## src/rtl/avm_sample_logger_master.sv

```systemverilog
`default_nettype none
// ============================================================================
// Module      : avm_sample_logger_master
// Description : Avalon-MM write master that stores a valid/ready sample stream
//               into a circular word buffer. Tracks write pointer, saturating
//               fill count and a sticky wrap flag for the reading software.
// Revision    : 1.0 - initial release
// ============================================================================
module avm_sample_logger_master #(
  parameter int ADDR_W      = 15,
  parameter int BASE_WORD   = 0,
  parameter int DEPTH_WORDS = 30000,
  parameter int CNT_W       = 16
) (
  input  logic              clk,
  input  logic              reset_n,
  input  logic              enable,
  input  logic              clear,
  input  logic [31:0]       snk_data,
  input  logic              snk_valid,
  output logic              snk_ready,
  output logic [ADDR_W-1:0] avm_address,
  output logic              avm_chipselect,
  output logic              avm_write,
  output logic [31:0]       avm_writedata,
  output logic [3:0]        avm_byteenable,
  input  logic              avm_waitrequest,
  output logic [ADDR_W-1:0] wr_ptr,
  output logic [CNT_W-1:0]  word_count,
  output logic              wrap_flag,
  output logic              busy
);

  localparam logic [0:0] S_IDLE  = 1'b0;
  localparam logic [0:0] S_WRITE = 1'b1;

  localparam logic [ADDR_W-1:0] c_base  = ADDR_W'(BASE_WORD);
  localparam logic [ADDR_W-1:0] c_last  = ADDR_W'(DEPTH_WORDS - 1);
  localparam logic [ADDR_W-1:0] c_one_a = ADDR_W'(1);
  localparam logic [CNT_W-1:0]  c_depth = CNT_W'(DEPTH_WORDS);
  localparam logic [CNT_W-1:0]  c_one_c = CNT_W'(1);

  logic [0:0]  r_state;
  logic [31:0] r_hold;
  logic        r_hold_valid;
  logic        r_clear_pend;

  logic w_accept;
  logic w_done;
  logic w_clear_on_done;

  // Input handshake: one-word holding register, closed while clear is pulsed
  assign snk_ready       = enable & ~r_hold_valid & ~clear;
  assign w_accept        = snk_valid & snk_ready;
  // Bus transfer finishes in any WRITE cycle without a stall
  assign w_done          = (r_state == S_WRITE) & ~avm_waitrequest;
  // A clear seen during the write (latched or on the final cycle) wins over the update
  assign w_clear_on_done = r_clear_pend | clear;

  assign avm_byteenable  = 4'hF;
  assign busy            = r_hold_valid | (r_state == S_WRITE);

  // Holding register, write FSM and buffer bookkeeping
  always_ff @(posedge clk or negedge reset_n) begin
    if (!reset_n) begin
      r_state        <= S_IDLE;
      r_hold         <= 32'h0;
      r_hold_valid   <= 1'b0;
      r_clear_pend   <= 1'b0;
      avm_address    <= '0;
      avm_chipselect <= 1'b0;
      avm_write      <= 1'b0;
      avm_writedata  <= 32'h0;
      wr_ptr         <= '0;
      word_count     <= '0;
      wrap_flag      <= 1'b0;
    end else begin
      if (w_accept) begin
        r_hold       <= snk_data;
        r_hold_valid <= 1'b1;
      end

      case (r_state)
        S_IDLE: begin
          if (clear) begin
            // Empty the buffer state and drop any word not yet on the bus
            wr_ptr       <= '0;
            word_count   <= '0;
            wrap_flag    <= 1'b0;
            r_hold_valid <= 1'b0;
          end else if (r_hold_valid) begin
            avm_write      <= 1'b1;
            avm_chipselect <= 1'b1;
            avm_address    <= c_base + wr_ptr;
            avm_writedata  <= r_hold;
            r_state        <= S_WRITE;
          end
        end

        S_WRITE: begin
          // The request is never withdrawn; a clear only takes effect at completion
          if (clear) begin
            r_clear_pend <= 1'b1;
          end
          if (w_done) begin
            avm_write      <= 1'b0;
            avm_chipselect <= 1'b0;
            r_hold_valid   <= 1'b0;
            r_clear_pend   <= 1'b0;
            r_state        <= S_IDLE;
            if (w_clear_on_done) begin
              wr_ptr     <= '0;
              word_count <= '0;
              wrap_flag  <= 1'b0;
            end else begin
              if (wr_ptr == c_last) begin
                wr_ptr    <= '0;
                wrap_flag <= 1'b1;
              end else begin
                wr_ptr <= wr_ptr + c_one_a;
              end
              if (word_count < c_depth) begin
                word_count <= word_count + c_one_c;
              end
            end
          end
        end

        default: r_state <= S_IDLE;
      endcase
    end
  end

endmodule
`default_nettype wire

```

## config.mk

```make
export PLATFORM = sky130hd
export DESIGN_NAME = avm_sample_logger_master
export DESIGN_NICKNAME = d
export VERILOG_FILES = /design/src/rtl/avm_sample_logger_master.sv
export SDC_FILE = /design/constraint.sdc
export NUM_CORES = 1
export LEC_CHECK = 0
export ABC_AREA = 0
export CORE_MARGIN = 3
export CORE_UTILIZATION = 49
export DETAILED_ROUTE_END_ITERATION = 6
export PLACE_DENSITY = 0.8
export SLEW_MARGIN = 15
export SYNTH_ARGS = -nofsm -noshare
export SYNTH_HDL_FRONTEND = slang
export SYNTH_SLANG_ARGS = --single-unit
export TNS_END_PERCENT = 30
```

## constraint.sdc

```tcl
create_clock -name clk -period 2 [get_ports clk]
set_input_delay 0.4 -clock clk [delete_from_list [all_inputs] [get_ports clk]]
set_output_delay 0.4 -clock clk [all_outputs]
set_load 0.01 [all_outputs]
```

==> impl_metrics.csv <==
group,metric,value,unit
global_route,grt_max_degree,41,
sta,hold_viol_final,0,
clock_network,post-cts-setup-buffers,0,
sta,finalSetupViolations,0,
drt,initialDrtViolationCount,127,
drt,vias,3561,
logic_synthesis,synthArstFlopShare,100,%
floorplanning,die_area,11200,µm²
logic_synthesis,synth_area,4880,µm²
critical_path,path_buf_inv,1,
clock_network,cts_max_level,4,
status,status,"finished clean",
cells_and_area,nets,574,
logic_synthesis,ys.flop_type,"dfrtp_1",
floorplanning,start_util,51.6,%
global_route,grt_pass1_wl,19300,µm
floorplanning,pin_count,125,
critical_path,crit_family,"buffers and inverters",
sta,fmax,510,MHz
logic_synthesis,avgSynthCellArea,13.0,µm²
global_route,grtUsageTotal,21.7,%
clock_network,tritoncts,"done",
critical_path,worst_setup_path_start_kind,"flip-flop",
sta,post-route-period-util,98.0,%
critical_path,critPathArrivalTime,1560,ps
place,io_buffers,120,
critical_path,cp_data_required_time,1600,ps
sta,hold-worst-slack,395,ps
sta,min_period,1960,ps
power_and_ir_drop,ir_drop,0.000821,V
sta,relSlewSlack,66.4,%
clock_network,clockBufferDepth,2,
place,place.gp.congestion,0.838,
critical_path,critical_path_class,"flip-flop to output pin",
sta,rsz0062_at_grt,"no",
cells_and_area,area_growth,44.3,%
logic_synthesis,yosysWarnings,0,
sta,tns,0,ps
logic_synthesis,synth_most_common_cell,"dfrtp_1",
power_and_ir_drop,power.leakage,3.05,nW
global_route,grt_remaining_overflow,0,
clock_network,cts_root_buf,"clkbuf_8",
drt,wire_per_inst,16.9,µm
logic_synthesis,ys_types,49,
cells_and_area,post-route-util,74.5,%
place,place_ws,-300,ps
clock_network,cts_buffers,17,
floorplanning,core,9460,µm²
logic_synthesis,netlist_top_cells_area,"dfrtp_1 (59%), mux2_2 (15%), mux2_1 (3.5%), nor2_1 (2.4%), xor2_1 (1.8%)",
logic_synthesis,netlist.area_leader.share,58.9,%
worst_hold_path,hp-class,"input pin to asynchronous set/reset pin",
cells_and_area,num_antenna_cells,0,
logic_synthesis,synthCells,375,
critical_path,end_kind,"output pin",
drt,wirelength,11400,µm
global_route,grt_pass1_vias,3920,
clock_network,cts.sinks,115,
logic_synthesis,synth_seq_cells,115,
drt,drc,0,
clock_network,clkSlewWorstSetupHoldPaths,50,ps
clock_network,clk_latency,510,ps
logic_synthesis,synth_edf_count,0,
sta,final.setup_skew,12.4,ps
floorplanning,rows,35,
cells_and_area,drive_gt1_share,27.3,%
global_route,antenna_found_initial,0,
drt,ant_nets,0,
run,max_cap_viol_count,0,
floorplanning,dieHeight,106,µm
drt,detail_route.first_pass.iterations,4,
sta,finalWorstSetupSlack,39.1,ps
power_and_ir_drop,p_per_area,1110,nW/µm²
floorplanning,fp.dieW,106,µm
critical_path,cp_max_fo,6,
sta,finalMaxSlewViolations,0,
critical_path,worstPathCellList,"clkdlybuf4s50_1",
critical_path,cpMaxStageDelayCell,"clkdlybuf4s50_1",
place,dp_hpwl,8050,µm
drt,drt-vias-per-instance,5.30,
logic_synthesis,ys_seq_area_share,58.9,%
logic_synthesis,synthTopCellsByCount,"dfrtp_1 (115), mux2_2 (64), nor2_1 (31)",
critical_path,max_stage_delay,590,ps
power_and_ir_drop,p_total,7.82,mW
sta,tightest_slew,503,ps
logic_synthesis,yosysTopAreaCell,"dfrtp_1",
## report_power, final
group	leakage (nW)	internal, mW	switching, mW
Clock	0.292	2.03	0.953
Sequential	1.46	2.83	0.280
Combinational	1.29	1.08	0.650
Total	3.05	5.94	1.88
## cell type report
type | instances | area, µm²
Clock buffer | 23 | 487
Clock inverter | 5 | 100
Fill cell | 660 | 2410
Inverter | 2 | 7.51
Multi-Input combinational cell | 242 | 1890
Sequential cell | 115 | 2890
Tap cell | 129 | 161
Timing Repair Buffer | 156 | 1520
## repair_timing
item                                    CTS  global route
pin swaps                                 1             0
gates resized for setup                   9             7
endpoints found under the hold margin    35             0
endpoints found under the setup margin    6             7
hold buffers                              1             0
## cell usage in the layout, fill, tap and decap left out, types with 6 or more instances in the layout
| cell type | n |
|---|---|
| buf_4 | 32 |
| clkbuf_16 | 16 |
| nand3_1 | 14 |
| clkdlybuf4s50_1 | 114 |
| nand2_1 | 23 |
| mux2_2 | 64 |
| clkbuf_8 | 6 |
| and2_1 | 6 |
| dfrtp_2 | 8 |
| dfrtp_1 | 107 |
| mux2_1 | 15 |
| xor2_1 | 10 |
| o21ai_0 | 11 |
| nor2_1 | 31 |
## cell families (layout without fill, tap and decap cells)
logic type / count (synthesis) / in the layout / share of synthesized area [%]
other cells: 1 / 4 / 0.0768
mux: 79 / 79 / 18.2
compound gates: 40 / 40 / 6.12
fa+ha+maj: 2 / 2 / 0.512
xor+xnor: 15 / 15 / 2.69
flops: 115 / 115 / 58.9
simple gates: 102 / 102 / 10.7
buf+inv: 21 / 186 / 2.74
## worst paths after layout
check / slack (ps) / start / endpoint / cells past startpoint
hold / removal: 390 / reset_n / r_hold[9]$_DFFE_PN0P_ / 2
max in group asynchronous: 980 / reset_n / word_count[4]$_DFFE_PN0P_ / 3
hold reg to reg: 480 / avm_address[2]$_DFFE_PN0P_ / avm_address[2]$_DFFE_PN0P_ / 1
setup / recovery: 40 / wr_ptr[8]$_DFFE_PN0P_ / wr_ptr[8] / 1
min in group clk: 480 / avm_address[2]$_DFFE_PN0P_ / avm_address[2]$_DFFE_PN0P_ / 1
setup reg to reg: 210 / word_count[9]$_DFFE_PN0P_ / word_count[10]$_DFFE_PN0P_ / 5
## flip-flops by register name (all words and copies together) (netlist names)
signal         count
r_state            1
r_clear_pend       1
wrap_flag          1
wr_ptr            15
avm_write          1
word_count        16
r_hold            32
r_hold_valid       1
avm_address       15
avm_writedata     32
## layer usage
layer	track usage (%)	part of all wire, %	vias to the layer above
li1	-	-	1634
met3	9.06	9.7	18
met5	0	0	-
met2	34.8	48	154
met1	26.7	40	1755
met4	7.03	1.5	0
## stage by stage
| step | cells | instance area (µm²) |
|---|---|---|
| 5_1_grt | 672 | 7050 |
| 3_3_place_gp | 643 | 6440 |
| 2_1_floorplan | 378 | 4900 |
| 3_5_place_dp | 643 | 6440 |
| 6_report | 672 | 7050 |
| 4_1_cts | 672 | 7050 |
No activity file was read; power rests on OpenSTA's default activity.
